## src/rtl/aes_enc_arbiter_if.sv

```systemverilog
`default_nettype none
// ============================================================================
// Module   : aes_enc_arbiter_if
// Brief    : Request/response handshake bundle between requesters and the
//            shared AES encipher arbiter.
// Revision : 1.0
// ============================================================================
interface aes_enc_arbiter_if #(
    parameter int NUM_REQ = 4
);
    logic [NUM_REQ-1:0]     req_valid;
    logic [NUM_REQ-1:0]     req_ready;
    logic [NUM_REQ*128-1:0] req_block;
    logic                   rsp_valid;
    logic                   rsp_ready;
    logic [1:0]             rsp_id;
    logic [127:0]           rsp_block;

    modport master (
        output req_valid, req_block, rsp_ready,
        input  req_ready, rsp_valid, rsp_id, rsp_block
    );

    modport slave (
        input  req_valid, req_block, rsp_ready,
        output req_ready, rsp_valid, rsp_id, rsp_block
    );
endinterface
`default_nettype wire

```

## src/rtl/aes_enc_arbiter.sv

```systemverilog
`default_nettype none
// ============================================================================
// Module   : aes_enc_arbiter
// Brief    : Round-robin sharing of one AES encipher core among NUM_REQ
//            requesters, returning id-tagged ciphertext with backpressure.
// Revision : 1.0
// ============================================================================
module aes_enc_arbiter #(
    parameter int NUM_REQ = 4
) (
    input  wire logic         clk,
    input  wire logic         reset_n,
    input  wire logic         key_ready,
    input  wire logic         cfg_keylen,
    aes_enc_arbiter_if.slave  bus,
    output logic              core_next,
    output logic              core_keylen,
    output logic [127:0]      core_block,
    input  wire logic         core_ready,
    input  wire logic [127:0] core_new_block,
    output logic [15:0]       ops_done
);

    typedef enum logic [1:0] {
        S_IDLE  = 2'd0,
        S_START = 2'd1,
        S_BUSY  = 2'd2,
        S_RESP  = 2'd3
    } state_t;

    localparam logic [1:0]         c_last_idx = 2'(NUM_REQ - 1);
    localparam logic [NUM_REQ-1:0] c_one      = NUM_REQ'(1);

    state_t       r_state;
    logic [1:0]   r_last_grant;
    logic [1:0]   r_id;
    logic [127:0] r_blk;
    logic [127:0] r_rsp_block;
    logic         r_keylen;
    logic         r_busy_first;
    logic         r_core_next;
    logic         r_rsp_valid;
    logic [15:0]  r_ops_done;

    logic [1:0]   w_scan;
    logic [1:0]   w_grant;
    logic         w_found;
    logic         w_take;

    // Search upward from the requester after the last grant, wrapping at NUM_REQ.
    always_comb begin
        w_found = 1'b0;
        w_grant = r_last_grant;
        w_scan  = r_last_grant;
        for (int k = 0; k < NUM_REQ; k++) begin
            w_scan = (w_scan == c_last_idx) ? 2'd0 : w_scan + 2'd1;
            if (!w_found && bus.req_valid[w_scan]) begin
                w_found = 1'b1;
                w_grant = w_scan;
            end
        end
    end

    // reset_n gates the grant so req_ready reads 0 while reset is held.
    assign w_take = reset_n && (r_state == S_IDLE) && key_ready && core_ready && w_found;

    assign bus.req_ready = w_take ? (c_one << w_grant) : '0;
    assign bus.rsp_valid = r_rsp_valid;
    assign bus.rsp_id    = r_id;
    assign bus.rsp_block = r_rsp_block;
    assign core_next     = r_core_next;
    assign core_block    = r_blk;
    assign core_keylen   = r_keylen;
    assign ops_done      = r_ops_done;

    always_ff @(posedge clk or negedge reset_n) begin
        if (!reset_n) begin
            r_state      <= S_IDLE;
            r_last_grant <= c_last_idx;
            r_id         <= 2'd0;
            r_blk        <= '0;
            r_rsp_block  <= '0;
            r_keylen     <= 1'b0;
            r_busy_first <= 1'b0;
            r_core_next  <= 1'b0;
            r_rsp_valid  <= 1'b0;
            r_ops_done   <= 16'd0;
        end else begin
            case (r_state)
                S_IDLE: begin
                    if (w_take) begin
                        r_blk        <= bus.req_block[128*w_grant +: 128];
                        r_id         <= w_grant;
                        r_keylen     <= cfg_keylen;
                        r_last_grant <= w_grant;
                        r_core_next  <= 1'b1;
                        r_state      <= S_START;
                    end
                end
                S_START: begin
                    r_core_next  <= 1'b0;
                    r_busy_first <= 1'b1;
                    r_state      <= S_BUSY;
                end
                S_BUSY: begin
                    // The core still shows ready in the first BUSY cycle.
                    r_busy_first <= 1'b0;
                    if (!r_busy_first && core_ready) begin
                        r_rsp_block <= core_new_block;
                        r_ops_done  <= r_ops_done + 16'd1;
                        r_rsp_valid <= 1'b1;
                        r_state     <= S_RESP;
                    end
                end
                S_RESP: begin
                    if (bus.rsp_ready) begin
                        r_rsp_valid <= 1'b0;
                        r_state     <= S_IDLE;
                    end
                end
                default: r_state <= S_IDLE;
            endcase
        end
    end

endmodule
`default_nettype wire

```

## src/flat_wrapper.sv

```systemverilog
// flat-port wrapper written by rule: the top's interface ports become plain ports
module aes_enc_arbiter_flat 
#(
    parameter int NUM_REQ = 4
)
  (clk, reset_n, key_ready, cfg_keylen, core_next, core_keylen, core_block, core_ready, core_new_block, ops_done, bus_req_valid, bus_req_block, bus_rsp_ready, bus_req_ready, bus_rsp_valid, bus_rsp_id, bus_rsp_block);
  aes_enc_arbiter_if #(.NUM_REQ(NUM_REQ)) bus_i ();
  input  wire logic clk;
  input  wire logic reset_n;
  input  wire logic key_ready;
  input  wire logic cfg_keylen;
  output logic core_next;
  output logic core_keylen;
  output logic [127:0] core_block;
  input  wire logic core_ready;
  input  wire logic [127:0] core_new_block;
  output logic [15:0] ops_done;
  input wire logic [$bits(bus_i.req_valid)-1:0] bus_req_valid;
  input wire logic [$bits(bus_i.req_block)-1:0] bus_req_block;
  input wire logic [$bits(bus_i.rsp_ready)-1:0] bus_rsp_ready;
  output wire logic [$bits(bus_i.req_ready)-1:0] bus_req_ready;
  output wire logic [$bits(bus_i.rsp_valid)-1:0] bus_rsp_valid;
  output wire logic [$bits(bus_i.rsp_id)-1:0] bus_rsp_id;
  output wire logic [$bits(bus_i.rsp_block)-1:0] bus_rsp_block;
  assign bus_i.req_valid = bus_req_valid;
  assign bus_i.req_block = bus_req_block;
  assign bus_i.rsp_ready = bus_rsp_ready;
  assign bus_req_ready = bus_i.req_ready;
  assign bus_rsp_valid = bus_i.rsp_valid;
  assign bus_rsp_id = bus_i.rsp_id;
  assign bus_rsp_block = bus_i.rsp_block;
  aes_enc_arbiter #(.NUM_REQ(NUM_REQ)) u_core (.clk(clk), .reset_n(reset_n), .key_ready(key_ready), .cfg_keylen(cfg_keylen), .bus(bus_i), .core_next(core_next), .core_keylen(core_keylen), .core_block(core_block), .core_ready(core_ready), .core_new_block(core_new_block), .ops_done(ops_done));
endmodule
```

## config.mk

```make
export PLATFORM = sky130hd
export DESIGN_NAME = aes_enc_arbiter_flat
export DESIGN_NICKNAME = d
export VERILOG_FILES = /design/src/rtl/aes_enc_arbiter_if.sv /design/src/rtl/aes_enc_arbiter.sv /design/src/flat_wrapper.sv
export SDC_FILE = /design/constraint.sdc
export NUM_CORES = 1
export LEC_CHECK = 0
export ABC_CLOCK_PERIOD_IN_PS = 3200
export CELL_PAD_IN_SITES_DETAIL_PLACEMENT = 0
export CELL_PAD_IN_SITES_GLOBAL_PLACEMENT = 1
export CORE_AREA = 2 2 360 362
export DETAILED_ROUTE_END_ITERATION = 6
export DIE_AREA = 0 0 362 364
export PLACE_DENSITY = 0.51
export RECOVER_POWER = 50
export SLEW_MARGIN = 20
export SYNTH_ARGS = -nofsm -noshare
export SYNTH_HDL_FRONTEND = slang
export SYNTH_SLANG_ARGS = --single-unit
export TNS_END_PERCENT = 1
```

## constraint.sdc

```tcl
create_clock -name clk -period 3.2 [get_ports clk]
set_input_delay 0.64 -clock clk [delete_from_list [all_inputs] [get_ports clk]]
set_output_delay 0.64 -clock clk [all_outputs]
set_load 0.05 [all_outputs]
```

# Word level (Yosys, flattened, before mapping)
# Index checks and enable logic that the tools add are counted.
[totals]
regBits = 282
output_inout_bits = 281
[op_classes]
n_addsub = 5
order_cmp = 4
eq_ne = 10
shift = 2
n_mux = 31
n_reduce_logical = 21
[op_table]
columns = ["operator", "count"]
rows = [
  ["$shiftx 512x10->128", 1],
  ["$mux 2", 11],
  ["$add 16x1->16 const B", 1],
  ["$eq 2x2->1 const B", 6],
  ["$lt 2x3->1 const B", 4],
  ["$mux 1", 11],
  ["$add 2x1->2 const B", 4],
  ["$bmux 1 s2", 4],
  ["$logic_and 1x1->1", 8],
  ["$pmux 2 s4", 1],
  ["$pmux 1 s2", 3],
  ["$reduce_and 2->1", 3],
  ["$reduce_and 3->1", 2],
  ["$reduce_bool 2->1", 3],
  ["$logic_not 1->1", 4],
  ["$mux 4", 1],
  ["$ne 2x1->1 const B", 2],
  ["$shl 1x2->4 const A", 1],
  ["$eq 2x1->1 const B", 1],
  ["$logic_not 2->1", 1],
  ["$ne 2x2->1 const B", 1],
]

# Longest topological paths before layout
[depth]
word_depth = 17
ltp_mapped = 11
ltp_nobuf = 9

# Least setup slack after synthesis
# OpenSTA, ideal clock, no wires.
[synth_path]
kind = "register -> output"
start = "register u_core.r_last_grant[0]"
end = "output bus_req_ready[1]"
arrival_ns = 3.336
slack_ns = -0.776
path_stages_with_launch = 11
path_buffers = 3
path_cell_list = "dfstp_2 > ha_1 > or2_1 > and2_1 > a211o_1 > a311o_2 > and2_1 > buf_2 > buf_6 > buf_6 > nor3_1"
[synth_via]
elab_chain_len = 16
elab_cells_between_ends = 37
[synth_rtl]
columns = ["item", "line", "text"]
rows = [
  ["from (decl)", "aes_enc_arbiter.sv:35", "logic [1:0] r_last_grant;"],
  ["from (signal assigned)", "aes_enc_arbiter.sv:79", "r_last_grant <= c_last_idx;"],
  ["from (signal assigned)", "aes_enc_arbiter.sv:95", "r_last_grant <= w_grant;"],
  ["branches (longest 15 deep; another with $add 2x1->2)", "-", ""],
  ["$mux 4 (*)", "aes_enc_arbiter.sv:67", "assign bus.req_ready = w_take ? (c_one << w_grant) : '0;"],
  ["to (decl)", "flat_wrapper.sv:21", "output wire logic [$bits(bus_i.req_ready)-1:0] bus_req_ready;"],
]
# Every way passes the cells marked *. The select of a mux whose other input is x is not followed.

# Final worst setup path
[layout_path]
start = "register u_core.r_last_grant[1]"
end = "output bus_req_ready[1]"
# The elaborated chain is that of the path after synthesis.

==> flow_summary.ini <==
[status]
status = finished, violations left
violations = max-capacitance violations, max-slew violations, negative setup slack

[die]
start_util = 0.112
coreArea_um2 = 128000
num_rows = 132
fp.dieH_um = 364
fp.dieArea_um2 = 132000
io_pins = 931
dieWidth_um = 362

[worst_setup_path]
r2r_end = u_core.core_block[41]
timing.rr.start = u_core.r_last_grant[1]
crit_buf_inv = 2
reg2regPathDepth = 12
cp_cell_sequence = ha_4 -> or4_1 -> o21ai_1 -> a222oi_1 -> o2bb2ai_2 -> buf_6 -> nor3_4 -> buf_6
arrival_ns = 2.87
critPathSlowestCell = dfstp_2
r2r_setup_slack_ns = 0.09
crit_path_frequent_cell = buf_6
endpoint_kind = output port
cp_max_fo = 4
worstPathRequired_ns = 2.56
start_kind = flip-flop
crit_family = simple AND/OR/NAND/NOR gates
critPathKind = reg2out
slowest_delay_ns = 0.56

[sta]
fmax_mhz = 285
setup_tns_ns = -0.924
setup_violations = 4
rsz0062_at_grt = yes
finalWorstSetupSlack_ns = -0.309
hold_viol = 0
post-route-period-util = 1.10
finClkSkew_ns = 0.0158
worst_pin_slew_ns = 1.72
max_slew_margin = -0.145
period_needed_ns = 3.51
slew_violations = 152

[grt]
grt_usage = 0.145
antenna_found_initial = 33
grt_max_degree = 135
grt_pass1_wl_um = 135000
grt-ovfl-total = 0
grt_pass1_vias = 16600

[synth]
synth-main-ff-cell = dfrtp_1
ys_warn_count = 0
netlist.area_leader.share = 0.486
ys_ff_latch = 282
syn_area_per_cell_um2 = 9.19
syn_inst = 1569
yosysTopAreaCell = dfrtp_1
syn-num-nets = 2226
yosys.cell_types.count = 45
yosysSeqAreaShare = 0.489
synth-edff-count = 0
synth_area_um2 = 14400
yosys-top-cells-area = dfrtp_1, a211oi_1, nand2_1
synthArstFlopShare = 1.00

[pwr]
finalPower_mw = 32.3
ir_drop_mv = 0.604
leakage_nw = 11.9
power_density_nw_per_um2 = 1140

[finish]
area_growth_pct = 95.5
nets = 3228
finish.utilization = 0.220
fin_cells = 4286
drive_gt1_frac = 0.0960

[worst_hold_path]
min_from = u_core.bus.rsp_block[98]
hold_path.class = reg2reg
hold-path-cell-count = 2
hold_end = u_core.bus.rsp_block[98]

[clock_network]
cts_root_buf = clkbuf_16
cts_made_buffers = 43
clk_pin_slew_ns = 0.06
cts_num_sinks = 282
ctsLongestPathBuffers = 3
cts_tree = yes
clock_latency_ns = 0.60
ctsHtreeMaxLevel = 2

[placed_design]
hpwl_um = 82400
place_inst = 4193
gp_routability_congestion = 0.845
io_buffers = 930

[routing]
drc_errors = 0
drt-total-wl_um = 101000
viasPerCell = 3.75
route.vias.total = 16100
drt_iter0_drc = 671
wl_per_cell_um = 23.5
ant_nets = 0
firstDrtPassIters = 5

[run]
cap_violations = 1
report_power, final:
| group | internal (mW) | switching, mW |
|---|---|---|
| clock | 3.01 | 1.97 |
| combinational | 7.92 | 13.1 |
| sequential | 5.22 | 1.04 |
| total | 16.2 | 16.1 |
layout make-up:
type / instances / area (um^2)
clock buffers: 64 / 1250
clock inverters: 14 / 193
well taps: 1675 / 2100
inverters: 8 / 30.0
repair buffers: 1088 / 10700
flip-flops and latches: 282 / 7060
fillers: 14200 / 100000
diodes: 7 / 17.5
multi-input cells: 1148 / 6850
sequential cells by signal, indices dropped and copies added (netlist names):
signal and cells:
u_core.core_keylen 1, u_core.bus.rsp_id 2, u_core.r_last_grant 2, u_core.core_block 128, u_core.r_busy_first 1, u_core.ops_done 16
u_core.bus.rsp_valid 1, u_core.bus.rsp_block 128, u_core.core_next 1, u_core.r_state 2
through the flow:
stage                     setup WS (ns)  hold WS (ns)  cell area [um^2]
after global routing             -0.398         0.488             28200
final                            -0.309         0.470             28200
after floorplan                  -0.123         0.344             14400
after detailed placement         -0.473         0.461             26800
after CTS                        -0.351        0.0500             28400
after global placement           -0.490         0.457             26800
Yosys cell counts (4+ instances only):
cell,instances
inv_1,7
buf_6,11
mux2i_1,128
a211oi_1,256
xnor2_1,13
buf_2,21
buf_1,4
nor2_1,141
ha_1,7
a21oi_1,9
nand2_1,403
dfrtp_1,280
nand3_1,9
clkbuf_1,93
nor3_1,4
and3_1,130
o21ai_0,8
o22ai_1,4
nand4_1,4
layer usage:
layer  global-route usage  part of all wire
met5                    0            0.0023
met4               0.0465             0.027
met3               0.0500             0.081
met2                0.256              0.50
met1                0.163              0.39
logic make-up (layout without fill, tap and decap cells):
kind of cell / after synthesis / after routing / synth area share
AO/OA/AOI/OAI: 288 / 288 / 0.147
other: 0 / 7 / 0
XOR/XNOR: 15 / 15 / 0.00911
buffers and inverters: 139 / 1174 / 0.0442
multiplexers: 132 / 132 / 0.0927
flip-flops: 282 / 282 / 0.489
AND/OR/NAND/NOR: 706 / 706 / 0.211
adder cells (fa/ha/maj): 7 / 7 / 0.00607
worst min-delay path, cell delays in order, from the launching register on:
cell     delay [ns]
dfrtp_1        0.34
nand2_1        0.05
nand2_1        0.05
repair_timing:
item                       CTS  global route
setup endpoints to repair    5             4
buffers inserted             8             0
pin swaps                    9             0
resized for setup           17             0
hold buffers                 0             0
worst max-delay path by stage:
stage / to / slack (ns) / startpoint / depth (start not counted)
finish: bus_req_ready[1] / -0.31 / u_core.r_last_grant[1] / 8
global route: bus_req_ready[1] / -0.40 / u_core.r_last_grant[1] / 8
CTS: bus_req_ready[1] / -0.35 / u_core.r_last_grant[1] / 9
detailed placement: u_core.core_block[41] / -0.47 / bus_req_valid[2] / 11
global placement: u_core.core_block[41] / -0.49 / bus_req_valid[2] / 11
floorplan: bus_req_ready[0] / -0.12 / u_core.r_last_grant[0] / 10
cells in the final DEF, fill, tap and decap left out, types with 5 or more instances in the layout:
cell,count
clkbuf_1,28
nor2_1,136
inv_1,7
mux2i_1,128
xnor2_1,13
diode_2,7
clkdlybuf4s50_1,913
nand3_1,9
clkbuf_16,44
buf_12,24
clkinv_2,6
buf_4,122
buf_6,7
clkbuf_2,5
ha_1,6
o21ai_0,6
dfrtp_1,280
nand2_1,402
clkbuf_8,7
a21oi_1,8
and3_1,130
a211oi_1,256
(Power assumes the default switching activity.)
